$ cat src/rtl/i2c_slave_regfile.sv
`default_nettype none
// ============================================================================
// Module   : i2c_slave_regfile
// Brief    : Oversampled I2C target with glitch filter, START/repeated START/
//            STOP detection, device address match and burst access to an
//            external byte-wide register file through an auto-incrementing
//            register pointer. Optional clock stretching while read data loads.
// Revision : 1.0 - initial release
// ============================================================================
module i2c_slave_regfile #(
    parameter int                       ADDRESSLENGTH = 7,
    parameter logic [ADDRESSLENGTH-1:0] SLAVE_ADDR    = 7'h42,
    parameter int                       PTRW          = 4,
    parameter int                       FILTER        = 3,
    parameter int                       STRETCH       = 1
) (
    input  logic            clk,
    input  logic            rst_n,
    input  logic            scl_in,
    input  logic            sda_in,
    output logic            sda_oe,
    output logic            scl_oe,
    output logic [PTRW-1:0] reg_addr,
    output logic [7:0]      reg_wr_data,
    output logic            reg_wr_en,
    output logic            reg_rd_en,
    input  logic [7:0]      reg_rd_data,
    output logic            selected
);

    // Shift register must hold either the address+R/W word or one data byte
    localparam int c_sw = (ADDRESSLENGTH + 1 > 8) ? ADDRESSLENGTH + 1 : 8;
    localparam int c_fw = $clog2(FILTER + 1);
    localparam logic [c_fw-1:0] c_fmax      = c_fw'(FILTER - 1);
    localparam logic [3:0]      c_addr_bits = 4'(ADDRESSLENGTH + 1);
    localparam logic            c_stretch   = (STRETCH != 0);

    typedef enum logic [3:0] {
        S_IDLE, S_ADDR, S_ACK_ADDR, S_PTR, S_ACK_PTR,
        S_WRITE, S_ACK_WR, S_READ, S_MACK, S_WAIT
    } state_t;

    // Index 1 carries Scl, index 0 carries Sda
    logic [1:0]      r_sync1, r_sync2, r_filt, r_prev;
    logic [c_fw-1:0] r_fcnt [2];

    state_t          r_state, w_state_n;
    logic [3:0]      r_cnt, w_cnt_n;
    logic [c_sw-1:0] r_shift, w_shift_n;
    logic [PTRW-1:0] r_ptr, w_ptr_n;
    logic [7:0]      r_wr_data, w_wr_data_n;
    logic            r_sda_oe, w_sda_oe_n;
    logic            r_scl_oe, w_scl_oe_n;
    logic            r_sel, w_sel_n;
    logic            r_wr_en, w_wr_en_n;
    logic            r_rd_en, w_rd_en_n;
    logic            r_rw, w_rw_n;
    logic            r_mack, w_mack_n;
    logic            r_load, w_load_n;

    logic w_scl, w_sda, w_scl_rise, w_scl_fall, w_start, w_stop;
    logic [3:0] w_rx_len;

    // Synchronise pads, then accept a new level only after FILTER equal samples
    always_ff @(posedge clk or negedge rst_n) begin
        if (!rst_n) begin
            r_sync1   <= 2'b11;
            r_sync2   <= 2'b11;
            r_filt    <= 2'b11;
            r_prev    <= 2'b11;
            r_fcnt[0] <= '0;
            r_fcnt[1] <= '0;
        end else begin
            r_sync1 <= {scl_in, sda_in};
            r_sync2 <= r_sync1;
            r_prev  <= r_filt;
            for (int i = 0; i < 2; i++) begin
                if (r_sync2[i] == r_filt[i]) begin
                    r_fcnt[i] <= '0;
                end else if (r_fcnt[i] == c_fmax) begin
                    r_filt[i] <= r_sync2[i];
                    r_fcnt[i] <= '0;
                end else begin
                    r_fcnt[i] <= r_fcnt[i] + 1'b1;
                end
            end
        end
    end

    assign w_scl      = r_filt[1];
    assign w_sda      = r_filt[0];
    assign w_scl_rise = w_scl & ~r_prev[1];
    assign w_scl_fall = ~w_scl & r_prev[1];
    assign w_start    = w_scl & r_prev[1] & r_prev[0] & ~w_sda;
    assign w_stop     = w_scl & r_prev[1] & ~r_prev[0] & w_sda;
    assign w_rx_len   = (r_state == S_ADDR) ? c_addr_bits : 4'd8;

    // Protocol state and datapath registers
    always_ff @(posedge clk or negedge rst_n) begin
        if (!rst_n) begin
            r_state   <= S_IDLE;
            r_cnt     <= '0;
            r_shift   <= '0;
            r_ptr     <= '0;
            r_wr_data <= '0;
            r_sda_oe  <= 1'b0;
            r_scl_oe  <= 1'b0;
            r_sel     <= 1'b0;
            r_wr_en   <= 1'b0;
            r_rd_en   <= 1'b0;
            r_rw      <= 1'b0;
            r_mack    <= 1'b0;
            r_load    <= 1'b0;
        end else begin
            r_state   <= w_state_n;
            r_cnt     <= w_cnt_n;
            r_shift   <= w_shift_n;
            r_ptr     <= w_ptr_n;
            r_wr_data <= w_wr_data_n;
            r_sda_oe  <= w_sda_oe_n;
            r_scl_oe  <= w_scl_oe_n;
            r_sel     <= w_sel_n;
            r_wr_en   <= w_wr_en_n;
            r_rd_en   <= w_rd_en_n;
            r_rw      <= w_rw_n;
            r_mack    <= w_mack_n;
            r_load    <= w_load_n;
        end
    end

    // Next-state and output decode; bus conditions take priority over everything
    always_comb begin
        w_state_n   = r_state;
        w_cnt_n     = r_cnt;
        w_shift_n   = r_shift;
        w_ptr_n     = r_ptr;
        w_wr_data_n = r_wr_data;
        w_sda_oe_n  = r_sda_oe;
        w_scl_oe_n  = r_scl_oe;
        w_sel_n     = r_sel;
        w_wr_en_n   = 1'b0;
        w_rd_en_n   = 1'b0;
        w_rw_n      = r_rw;
        w_mack_n    = r_mack;
        // Read data is valid the cycle after the request, so load one cycle later
        w_load_n    = r_rd_en;
        if (w_start) begin
            w_state_n  = S_ADDR;
            w_cnt_n    = '0;
            w_sel_n    = 1'b0;
            w_sda_oe_n = 1'b0;
            w_scl_oe_n = 1'b0;
            w_load_n   = 1'b0;
        end else if (w_stop) begin
            w_state_n  = S_IDLE;
            w_sel_n    = 1'b0;
            w_sda_oe_n = 1'b0;
            w_scl_oe_n = 1'b0;
            w_load_n   = 1'b0;
        end else begin
            case (r_state)
                S_ADDR, S_PTR, S_WRITE: begin
                    if (w_scl_rise) begin
                        w_shift_n = {r_shift[c_sw-2:0], w_sda};
                        w_cnt_n   = r_cnt + 4'd1;
                    end else if (w_scl_fall && r_cnt == w_rx_len) begin
                        w_cnt_n = '0;
                        if (r_state == S_ADDR) begin
                            if (r_shift[ADDRESSLENGTH:1] == SLAVE_ADDR) begin
                                w_rw_n     = r_shift[0];
                                w_sel_n    = 1'b1;
                                w_sda_oe_n = 1'b1;
                                w_state_n  = S_ACK_ADDR;
                            end else begin
                                w_state_n = S_IDLE;
                            end
                        end else if (r_state == S_PTR) begin
                            w_ptr_n    = r_shift[PTRW-1:0];
                            w_sda_oe_n = 1'b1;
                            w_state_n  = S_ACK_PTR;
                        end else begin
                            w_wr_en_n   = 1'b1;
                            w_wr_data_n = r_shift[7:0];
                            w_sda_oe_n  = 1'b1;
                            w_state_n   = S_ACK_WR;
                        end
                    end
                end
                S_ACK_ADDR, S_ACK_PTR, S_ACK_WR: begin
                    if (w_scl_fall) begin
                        w_sda_oe_n = 1'b0;
                        w_cnt_n    = '0;
                        if (r_state == S_ACK_ADDR && r_rw) begin
                            w_rd_en_n  = 1'b1;
                            w_scl_oe_n = c_stretch;
                            w_state_n  = S_READ;
                        end else if (r_state == S_ACK_ADDR) begin
                            w_state_n = S_PTR;
                        end else begin
                            if (r_state == S_ACK_WR) begin
                                w_ptr_n = r_ptr + 1'b1;
                            end
                            w_state_n = S_WRITE;
                        end
                    end
                end
                S_READ: begin
                    if (r_load) begin
                        w_shift_n      = '0;
                        w_shift_n[7:0] = reg_rd_data;
                        w_sda_oe_n     = ~reg_rd_data[7];
                        w_scl_oe_n     = 1'b0;
                        w_cnt_n        = '0;
                    end else if (w_scl_rise) begin
                        w_cnt_n = r_cnt + 4'd1;
                    end else if (w_scl_fall) begin
                        if (r_cnt == 4'd8) begin
                            w_sda_oe_n = 1'b0;
                            w_state_n  = S_MACK;
                        end else begin
                            w_shift_n  = r_shift << 1;
                            w_sda_oe_n = ~r_shift[6];
                        end
                    end
                end
                S_MACK: begin
                    if (w_scl_rise) begin
                        w_mack_n = w_sda;
                    end else if (w_scl_fall) begin
                        if (!r_mack) begin
                            w_ptr_n    = r_ptr + 1'b1;
                            w_rd_en_n  = 1'b1;
                            w_scl_oe_n = c_stretch;
                            w_cnt_n    = '0;
                            w_state_n  = S_READ;
                        end else begin
                            w_state_n = S_WAIT;
                        end
                    end
                end
                default: begin
                end
            endcase
        end
    end

    assign sda_oe      = r_sda_oe;
    assign scl_oe      = r_scl_oe;
    assign reg_addr    = r_ptr;
    assign reg_wr_data = r_wr_data;
    assign reg_wr_en   = r_wr_en;
    assign reg_rd_en   = r_rd_en;
    assign selected    = r_sel;

endmodule
`default_nettype wire

$ cat config.mk
export PLATFORM = sky130hd
export DESIGN_NAME = i2c_slave_regfile
export DESIGN_NICKNAME = d
export VERILOG_FILES = /design/src/rtl/i2c_slave_regfile.sv
export SDC_FILE = /design/constraint.sdc
export NUM_CORES = 1
export LEC_CHECK = 0
export BUFFER_PORTS_ARGS = -buffer_cell sky130_fd_sc_hd__buf_2
export CORE_AREA = 2 2 81 83
export DETAILED_ROUTE_END_ITERATION = 10
export DIE_AREA = 0 0 83 85
export SLEW_MARGIN = 5
export SYNTH_ARGS = -nofsm -noshare
export SYNTH_HDL_FRONTEND = slang
export SYNTH_SLANG_ARGS = --single-unit
export TNS_END_PERCENT = 50
$ cat constraint.sdc
create_clock -name clk -period 1.85 [get_ports clk]
set_input_delay 0.2775 -clock clk [delete_from_list [all_inputs] [get_ports clk]]
set_output_delay 0.2775 -clock clk [all_outputs]
set_load 0.005 [all_outputs]
==> results of run 1 <==
metrics by stage:
stage | worst slack [ns] | instances
after floorplan | 0.1044 | 256
after global placement | -0.01181 | 389
after detailed placement | -0.07466 | 389
after CTS | 0.01417 | 398
after global routing | -0.02934 | 403
final | 0.04028 | 403
timing repair:
action	4_1_cts	5_1_grt
gates cloned	0	0
hold buffers	1	0
pin swaps	0	6
setup endpoints to repair	6	13
endpoints found under the hold margin	12	0
gates resized for setup	4	26
setup buffers	0	5
logic make-up after synthesis:
logic type | count (synthesis) | synth area share, %
muxes | 24 | 9.837
buffers and inverters | 20 | 3.407
AOI/OAI and AO/OA | 62 | 16.41
adders and majority gates | 3 | 1.440
DFF | 48 | 46.45
and+or+nand+nor | 96 | 21.45
xor gates and xnor gates | 3 | 1.008
registers in the layout, summed over array words and instances, names as in the netlist, 2 cells and up:
name         cells
r_sync1          2
reg_addr         4
r_filt           2
r_state          4
r_cnt            4
r_sync2          2
r_shift          8
r_prev           2
reg_wr_data      8
r_fcnt           4
layer usage:
layer  GRT usage, %  up-vias  routed length [um]
li1               -     1058                   -
met1          26.14     1039                3009
met2          26.83       44                2933
met3          3.307        4                 281
met4          5.365        0                  56
met5              0        -                   0
report_power, final:
group	switching [mW]	internal (mW)
registers	0.430	1.40
logic	1.47	1.53
clock network	0.384	0.545
cell usage in the layout, fill, tap and decap left out, types with 3 or more instances in the layout:
master and instances:
dfrtp_2 4, nor3b_1 4, a21oi_1 19, a211oi_2 3, o21ai_0 9, nand3_1 10
nor3_1 5, buf_2 28, inv_1 8, and3_1 3, nand2_1 14, mux2i_1 11
nor2_1 22, nor2b_1 8, dfrtp_1 36, buf_4 43, o21ai_1 4, o2bb2ai_1 3
mux2_2 11, dfstp_2 8, xnor2_1 3, nand2b_1 3, clkbuf_8 5, a21oi_2 3
cell type report:
| type | count | area [sq um] | share of cell area [%] |
|---|---|---|---|
| Multi-Input combinational cell | 188 | 1429 | 41.86 |
| Sequential cell | 48 | 1216 | 35.63 |
| Timing Repair Buffer | 74 | 504.2 | 14.77 |
| Tap cell | 77 | 96.34 | 2.823 |
| Clock buffer | 5 | 68.82 | 2.016 |
| Clock inverter | 3 | 68.82 | 2.016 |
| Inverter | 8 | 30.03 | 0.8798 |
how the worst max path moves through the flow:
stage / depth (start not counted) / slack, ns / endpoint
6_report: 6 / 0.04 / r_cnt[3]
5_1_grt: 6 / -0.03 / r_cnt[2]
4_1_cts: 6 / 0.01 / r_cnt[3]
3_5_place_dp: 5 / -0.07 / r_cnt[3]
3_3_place_gp: 6 / -0.01 / sda_oe
2_1_floorplan: 7 / 0.10 / r_state[0]
==> flow_summary.html, run 1 <==
<table>
<tr><th>Metric</th><th>Value</th></tr>
<tr><th colspan="2">Timing</th></tr>
<tr><td>Count of pins over their slew limit</td><td>0</td></tr>
<tr><td>Clock tree skew after final layout</td><td>0.01042 ns</td></tr>
<tr><td>Final period demand of the worst path</td><td>1.810 ns</td></tr>
<tr><td>RSZ-0062 raised after global routing</td><td>true</td></tr>
<tr><td>Worst rel slew slack</td><td>66.30%</td></tr>
<tr><td>Final count of hold timing violations</td><td>0</td></tr>
<tr><td>Share of the cycle needed by the critical path after routing</td><td>97.82%</td></tr>
<tr><td>Setup TNS</td><td>0 ns</td></tr>
<tr><td>Maximum achievable frequency</td><td>552.6 MHz</td></tr>
<tr><td>Final number of setup-violating endpoints</td><td>0</td></tr>
<tr><td>Tightest Pin Transition</td><td>0.5056 ns</td></tr>
<tr><td>Fin Hold WS</td><td>0.07107 ns</td></tr>
<tr><th colspan="2">Finish</th></tr>
<tr><td>Layout Utilization</td><td>55.01%</td></tr>
<tr><td>Cell area after layout</td><td>3413 sq um</td></tr>
<tr><td>Post-layout nets</td><td>340</td></tr>
<tr><td>Layout filler cell count</td><td>528</td></tr>
<tr><td>Growth of design area from synthesis to finish</td><td>30.90%</td></tr>
<tr><td>Share of layout cells above drive strength 1</td><td>41.72%</td></tr>
<tr><td>Final antenna diode count</td><td>0</td></tr>
<tr><th colspan="2">Synthesis</th></tr>
<tr><td>Most frequently used cell type in the post-synthesis netlist</td><td>dfrtp_1</td></tr>
<tr><td>Top-area cell type share of the netlist area</td><td>38.39%</td></tr>
<tr><td>Flip-flop and latch count after synthesis</td><td>48</td></tr>
<tr><td>Post-synthesis instance area</td><td>2608 sq um</td></tr>
<tr><td>Gate count of the mapped netlist</td><td>256</td></tr>
<tr><td>Area contributors post-synth</td><td>dfrtp_1 (38%), dfstp_2 (8.1%), mux2_2 (4.8%)</td></tr>
<tr><td>Number of synthesized flops with an enable pin</td><td>0</td></tr>
<tr><td>Most used flip-flop cell after synthesis</td><td>dfrtp_1</td></tr>
<tr><td>Share of synthesized flip-flops with an asynchronous set or reset</td><td>100.0%</td></tr>
<tr><td>Post-synthesis cell type with the largest combined area</td><td>dfrtp_1</td></tr>
<tr><td>Post-synth cell types</td><td>63</td></tr>
<tr><td>Synthesized net count</td><td>271</td></tr>
<tr><td>Most instantiated cells after synthesis</td><td>dfrtp_1 (40), nor2_1 (23), a21oi_1 (20)</td></tr>
<tr><td>Share of synthesized area occupied by flip-flops and latches</td><td>46.45%</td></tr>
<tr><td>Yosys warnings</td><td>0</td></tr>
<tr><td>Post-Synthesis Mean Instance Area</td><td>10.19 sq um</td></tr>
<tr><th colspan="2">Detailed routing</th></tr>
<tr><td>Residual DRC</td><td>0</td></tr>
<tr><td>Wire length per cell</td><td>15.59 um</td></tr>
<tr><td>Antenna violation net count after detailed routing</td><td>0</td></tr>
<tr><td>Vias post-DR</td><td>2145</td></tr>
<tr><td>WL final</td><td>6281 um</td></tr>
<tr><td>Iter 0 DRT Violations</td><td>191</td></tr>
<tr><td>Pre-antenna DRT Iters</td><td>4</td></tr>
<tr><td>Post-detailed-route via-to-cell ratio</td><td>5.323</td></tr>
<tr><th colspan="2">Setup path</th></tr>
<tr><td>Critical path cell sequence</td><td>buf_6 &gt; or4b_4 &gt; o211ai_1 &gt; a21oi_2 &gt; a21boi_4 &gt; o22ai_1</td></tr>
<tr><td>Cell type group with the largest total delay on the critical path</td><td>compound AO/OA/AOI/OAI gates</td></tr>
<tr><td>Category of the most critical setup path</td><td>reg2reg</td></tr>
<tr><td>Cell count of the worst reg-to-reg path</td><td>6</td></tr>
<tr><td>Startpoint of the worst-slack reg-to-reg timing path</td><td>r_state[0]</td></tr>
<tr><td>Biggest cell delay along the critical path</td><td>0.53 ns</td></tr>
<tr><td>Arrival time reported for the critical path endpoint</td><td>2.03 ns</td></tr>
<tr><td>Crit. Startpoint</td><td>r_state[0]</td></tr>
<tr><td>Data required, critical path</td><td>2.07 ns</td></tr>
<tr><td>Critical-path top delay cell</td><td>or4b_4</td></tr>
<tr><td>Peak fanout along the critical path</td><td>6</td></tr>
<tr><td>Worst setup slack for register-to-register paths</td><td>0.04 ns</td></tr>
<tr><td>Category of the worst setup path launch point</td><td>register</td></tr>
<tr><td>Kind of capture point of the worst setup path</td><td>register</td></tr>
<tr><td>Critical path buffers and inverters</td><td>1</td></tr>
<tr><td>Endpoint of the lowest-slack register-to-register path</td><td>r_cnt[3]</td></tr>
<tr><th colspan="2">Placed design</th></tr>
<tr><td>RD Place Congestion</td><td>0.9562</td></tr>
<tr><td>Placement Cell Area</td><td>3098 sq um</td></tr>
<tr><td>Post-DP HPWL</td><td>4518 um</td></tr>
<tr><td>Buffers added on ports</td><td>28</td></tr>
<tr><th colspan="2">Floorplanning</th></tr>
<tr><td>Area of the die</td><td>7055 sq um</td></tr>
<tr><td>Height of the chip</td><td>85 um</td></tr>
<tr><td>Core Footprint</td><td>6205 sq um</td></tr>
<tr><td>Top-level I/O count</td><td>29</td></tr>
<tr><td>Starting density of the core</td><td>42.02%</td></tr>
<tr><td>Row Count</td><td>29</td></tr>
<tr><td>Floorplan die width</td><td>83 um</td></tr>
<tr><th colspan="2">Min path</th></tr>
<tr><td>Worst min-delay path category</td><td>in2reg</td></tr>
<tr><td>Worst hold path cell count</td><td>1</td></tr>
<tr><td>Worst min-delay path startpoint</td><td>sda_in</td></tr>
<tr><td>Worst Hold Endpoint</td><td>r_sync1[0]</td></tr>
<tr><th colspan="2">Job</th></tr>
<tr><td>Max-cap violations</td><td>0</td></tr>
<tr><th colspan="2">Clock tree</th></tr>
<tr><td>Clock network latency to the later pin of the worst-skew pair</td><td>0.30 ns</td></tr>
<tr><td>Number of buffers created by CTS</td><td>5</td></tr>
<tr><td>Clock transition at the registers of the reported paths</td><td>0.10 ns</td></tr>
<tr><td>CTS tree</td><td>done</td></tr>
<tr><td>Total clock sinks</td><td>48</td></tr>
<tr><td>Worst-case clock buffer depth</td><td>2</td></tr>
<tr><td>H-Tree Level Count</td><td>2</td></tr>
<tr><td>Master cell of the clock root buffer</td><td>clkbuf_8</td></tr>
<tr><th colspan="2">Global routing</th></tr>
<tr><td>Global-route wire length before repair</td><td>10050 um</td></tr>
<tr><td>Number of antenna violations at the first check in global routing</td><td>0</td></tr>
<tr><td>Global-route usage over all layers</td><td>17.78%</td></tr>
<tr><td>Largest net degree at the start of global routing</td><td>29</td></tr>
<tr><td>Gr ovfl total</td><td>0</td></tr>
<tr><td>Via count of the first global-routing pass</td><td>2034</td></tr>
<tr><th colspan="2">Power</th></tr>
<tr><td>Total Power</td><td>5.749 mW</td></tr>
<tr><td>Total power per unit cell area</td><td>1684 nW/um^2</td></tr>
<tr><td>Worst-case vdd ir drop</td><td>0.9088 mV</td></tr>
<tr><td>Leakage power</td><td>1.612 nW</td></tr>
<tr><th colspan="2">Outcome</th></tr>
<tr><td>Outcome</td><td>finished, final reports clean</td></tr>
</table>
(Power assumes the default switching activity.)
==> run 2: changes to the inputs <==
--- a/config.mk
+++ b/config.mk
@@ -6,9 +6,10 @@
 export NUM_CORES = 1
 export LEC_CHECK = 0
 export BUFFER_PORTS_ARGS = -buffer_cell sky130_fd_sc_hd__buf_2
-export CORE_AREA = 2 2 81 83
+export CORE_AREA = 2 2 74 76
 export DETAILED_ROUTE_END_ITERATION = 10
-export DIE_AREA = 0 0 83 85
+export DIE_AREA = 0 0 76 78
+export PLACE_DENSITY = 0.74
 export SLEW_MARGIN = 5
 export SYNTH_ARGS = -nofsm -noshare
 export SYNTH_HDL_FRONTEND = slang
==> run 2 against run 1 <==
  * Highest routed layer unchanged
  * Via count is 0.23% lower
  * Clock skew is 0.0019 ns lower
  * Core utilization rose by 10 points
  * Critical path depth fell by 1
  * Total power decreased by 6.5%
  * Clock-buffer cell count rose by 2
==> flow_summary.html, run 2 (synthesis results as in run 1) <==
<table>
<tr><th>Metric</th><th>Value</th></tr>
<tr><th colspan="2">Detailed routing</th></tr>
<tr><td>Wire length per cell</td><td>14.19 um (was 15.59 um)</td></tr>
<tr><td>WL final</td><td>5561 um (was 6281 um)</td></tr>
<tr><td>Vias post-DR</td><td>2140 (was 2145)</td></tr>
<tr><td>Pre-antenna DRT Iters</td><td>4 (unchanged)</td></tr>
<tr><td>Post-detailed-route via-to-cell ratio</td><td>5.459 (was 5.323)</td></tr>
<tr><td>Antenna violation net count after detailed routing</td><td>0 (unchanged)</td></tr>
<tr><td>Iter 0 DRT Violations</td><td>151 (was 191)</td></tr>
<tr><td>Residual DRC</td><td>0 (unchanged)</td></tr>
<tr><th colspan="2">Global routing</th></tr>
<tr><td>Gr ovfl total</td><td>0 (unchanged)</td></tr>
<tr><td>Global-route usage over all layers</td><td>19.88% (was 17.78%)</td></tr>
<tr><td>Via count of the first global-routing pass</td><td>2056 (was 2034)</td></tr>
<tr><td>Global-route wire length before repair</td><td>9535 um (was 10050 um)</td></tr>
<tr><td>Number of antenna violations at the first check in global routing</td><td>0 (unchanged)</td></tr>
<tr><td>Largest net degree at the start of global routing</td><td>49 (was 29)</td></tr>
<tr><th colspan="2">Clock tree</th></tr>
<tr><td>CTS tree</td><td>done (unchanged)</td></tr>
<tr><td>Master cell of the clock root buffer</td><td>clkbuf_8 (unchanged)</td></tr>
<tr><td>Number of buffers created by CTS</td><td>5 (unchanged)</td></tr>
<tr><td>H-Tree Level Count</td><td>2 (unchanged)</td></tr>
<tr><td>Clock network latency to the later pin of the worst-skew pair</td><td>0.29 ns (was 0.30 ns)</td></tr>
<tr><td>Hold_buf cts</td><td>0 (was 1)</td></tr>
<tr><td>Total clock sinks</td><td>48 (unchanged)</td></tr>
<tr><td>Worst-case clock buffer depth</td><td>2 (unchanged)</td></tr>
<tr><td>Clock transition at the registers of the reported paths</td><td>0.08 ns (was 0.10 ns)</td></tr>
<tr><th colspan="2">Timing</th></tr>
<tr><td>Final count of hold timing violations</td><td>0 (unchanged)</td></tr>
<tr><td>Tightest Pin Transition</td><td>0.5804 ns (was 0.5056 ns)</td></tr>
<tr><td>Final number of setup-violating endpoints</td><td>0 (unchanged)</td></tr>
<tr><td>Clock tree skew after final layout</td><td>0.008567 ns (was 0.01042 ns)</td></tr>
<tr><td>Worst Setup Slack, final</td><td>0.05638 ns (was 0.04028 ns)</td></tr>
<tr><td>Share of the cycle needed by the critical path after routing</td><td>96.95% (was 97.82%)</td></tr>
<tr><td>Final period demand of the worst path</td><td>1.794 ns (was 1.810 ns)</td></tr>
<tr><td>Maximum achievable frequency</td><td>557.5 MHz (was 552.6 MHz)</td></tr>
<tr><td>RSZ-0062 raised after global routing</td><td>true (unchanged)</td></tr>
<tr><td>Count of pins over their slew limit</td><td>0 (unchanged)</td></tr>
<tr><td>Fin Hold WS</td><td>0.06345 ns (was 0.07107 ns)</td></tr>
<tr><td>Worst rel slew slack</td><td>61.30% (was 66.30%)</td></tr>
<tr><th colspan="2">Floorplanning</th></tr>
<tr><td>Row Count</td><td>26 (was 29)</td></tr>
<tr><td>Core Footprint</td><td>5042 sq um (was 6205 sq um)</td></tr>
<tr><td>Top-level I/O count</td><td>29 (unchanged)</td></tr>
<tr><td>Area of the die</td><td>5928 sq um (was 7055 sq um)</td></tr>
<tr><td>Height of the chip</td><td>78 um (was 85 um)</td></tr>
<tr><td>Floorplan die width</td><td>76 um (was 83 um)</td></tr>
<tr><td>Starting density of the core</td><td>51.71% (was 42.02%)</td></tr>
<tr><th colspan="2">Power</th></tr>
<tr><td>Leakage power</td><td>1.554 nW (was 1.612 nW)</td></tr>
<tr><td>Total Power</td><td>5.375 mW (was 5.749 mW)</td></tr>
<tr><td>Total power per unit cell area</td><td>1636 nW/um^2 (was 1684 nW/um^2)</td></tr>
<tr><td>Worst-case vdd ir drop</td><td>0.9074 mV (was 0.9088 mV)</td></tr>
<tr><th colspan="2">Setup path</th></tr>
<tr><td>Critical path buffers and inverters</td><td>0 (was 1)</td></tr>
<tr><td>Category of the most critical setup path</td><td>reg2reg (unchanged)</td></tr>
<tr><td>Critical-path top delay cell</td><td>dfstp_2 (was or4b_4)</td></tr>
<tr><td>Peak fanout along the critical path</td><td>8 (was 6)</td></tr>
<tr><td>Startpoint of the worst-slack reg-to-reg timing path</td><td>r_prev[1] (was r_state[0])</td></tr>
<tr><td>Data required, critical path</td><td>2.02 ns (was 2.07 ns)</td></tr>
<tr><td>Biggest cell delay along the critical path</td><td>0.65 ns (was 0.53 ns)</td></tr>
<tr><td>Crit. Startpoint</td><td>r_prev[1] (was r_state[0])</td></tr>
<tr><td>Worst setup slack for register-to-register paths</td><td>0.06 ns (was 0.04 ns)</td></tr>
<tr><td>Critical path cell sequence</td><td>and2b_4 &gt; nor4b_2 &gt; o2111a_4 &gt; a21boi_2 &gt; mux2i_1 (was buf_6 &gt; or4b_4 &gt; o211ai_1 &gt; a21oi_2 &gt; a21boi_4 &gt; o22ai_1)</td></tr>
<tr><td>Kind of capture point of the worst setup path</td><td>register (unchanged)</td></tr>
<tr><td>Arrival time reported for the critical path endpoint</td><td>1.97 ns (was 2.03 ns)</td></tr>
<tr><td>Cell type group with the largest total delay on the critical path</td><td>flip-flops (was compound AO/OA/AOI/OAI gates)</td></tr>
<tr><td>Category of the worst setup path launch point</td><td>register (unchanged)</td></tr>
<tr><th colspan="2">Finish</th></tr>
<tr><td>Growth of design area from synthesis to finish</td><td>26.01% (was 30.90%)</td></tr>
<tr><td>Share of layout cells above drive strength 1</td><td>38.20% (was 41.72%)</td></tr>
<tr><td>Commonest cells after routing, fill and taps aside</td><td>buf_4 (40), dfrtp_1 (36), buf_2 (28), nor2_1 (23), a21oi_1 (20) (was buf_4 (43), dfrtp_1 (36), buf_2 (28), nor2_1 (22), a21oi_1 (19))</td></tr>
<tr><td>Final antenna diode count</td><td>0 (unchanged)</td></tr>
<tr><td>Post-layout nets</td><td>336 (was 340)</td></tr>
<tr><td>Most common library cell in the layout ignoring fill and taps</td><td>buf_4 (unchanged)</td></tr>
<tr><td>Layout filler cell count</td><td>397 (was 528)</td></tr>
<tr><th colspan="2">Placed design</th></tr>
<tr><td>Post-DP HPWL</td><td>4021 um (was 4518 um)</td></tr>
<tr><td>Buffers added on ports</td><td>28 (unchanged)</td></tr>
<tr><td>RD Place Congestion</td><td>0.8888 (was 0.9562)</td></tr>
<tr><td>Pre-CTS WS</td><td>-0.08714 ns (was -0.07466 ns)</td></tr>
<tr><th colspan="2">Outcome</th></tr>
<tr><td>Outcome</td><td>finished, final reports clean (unchanged)</td></tr>
<tr><th colspan="2">Min path</th></tr>
<tr><td>Worst min-delay path category</td><td>in2async (was in2reg)</td></tr>
<tr><th colspan="2">Job</th></tr>
<tr><td>Max-cap violations</td><td>0 (unchanged)</td></tr>
</table>
## run 2: what timing repair did
action	4_1_cts	5_1_grt
pin swaps	0	1
gates resized for setup	3	8
endpoints found under the setup margin	5	17
hold endpoints to repair	0	0
setup buffers	0	3
## run 2: final cells by class
cell class	count	area, sq um	area share [%]
Multi-Input combinational cell	188	1345	40.94
Sequential cell	48	1216	37.01
Timing Repair Buffer	70	480.5	14.62
Clock buffer	7	96.34	2.932
Tap cell	70	87.58	2.666
Clock inverter	1	30.03	0.9139
Inverter	8	30.03	0.9139
## run 2: final timing paths
| path | to | cells past startpoint |
|---|---|---|
| max in group asynchronous | r_state[1] | 2 |
| worst min register to register | r_sync2[0] | 0 |
| worst max register to register | reg_addr[0] | 5 |
| worst max-delay path | reg_addr[0] | 5 |
| worst min-delay path | r_fcnt[1] | 2 |
| min in group clk | r_sync1[0] | 1 |
## run 2: per-stage QoR
| stage | TNS [ns] | std cells | area (sq um) | utilization (%) |
|---|---|---|---|---|
| 3_3_place_gp | 0 | 381 | 3094 | 61.36 |
| 6_report | 0 | 392 | 3286 | 65.16 |
| 5_1_grt | -0.03405 | 392 | 3286 | 65.16 |
| 3_5_place_dp | -0.2888 | 381 | 3094 | 61.36 |
| 4_1_cts | 0 | 389 | 3228 | 64.02 |
| 2_1_floorplan | 0 | 256 | 2608 | - |
## run 2: power breakdown
part / leakage (nW) / total, mW / internal [mW] / switching (mW)
Clock: 0.0645 / 0.810 / 0.477 / 0.333
Sequential: 0.573 / 1.81 / 1.40 / 0.413
Combinational: 0.917 / 2.76 / 1.43 / 1.33
## run 2: routing by layer
layer,vias up,wire [um],track usage (%)
met3,8,264,2.791
met2,68,2681,33.30
met5,-,0,0
li1,1056,-,-
met1,1008,2525,26.38
met4,0,89,7.636
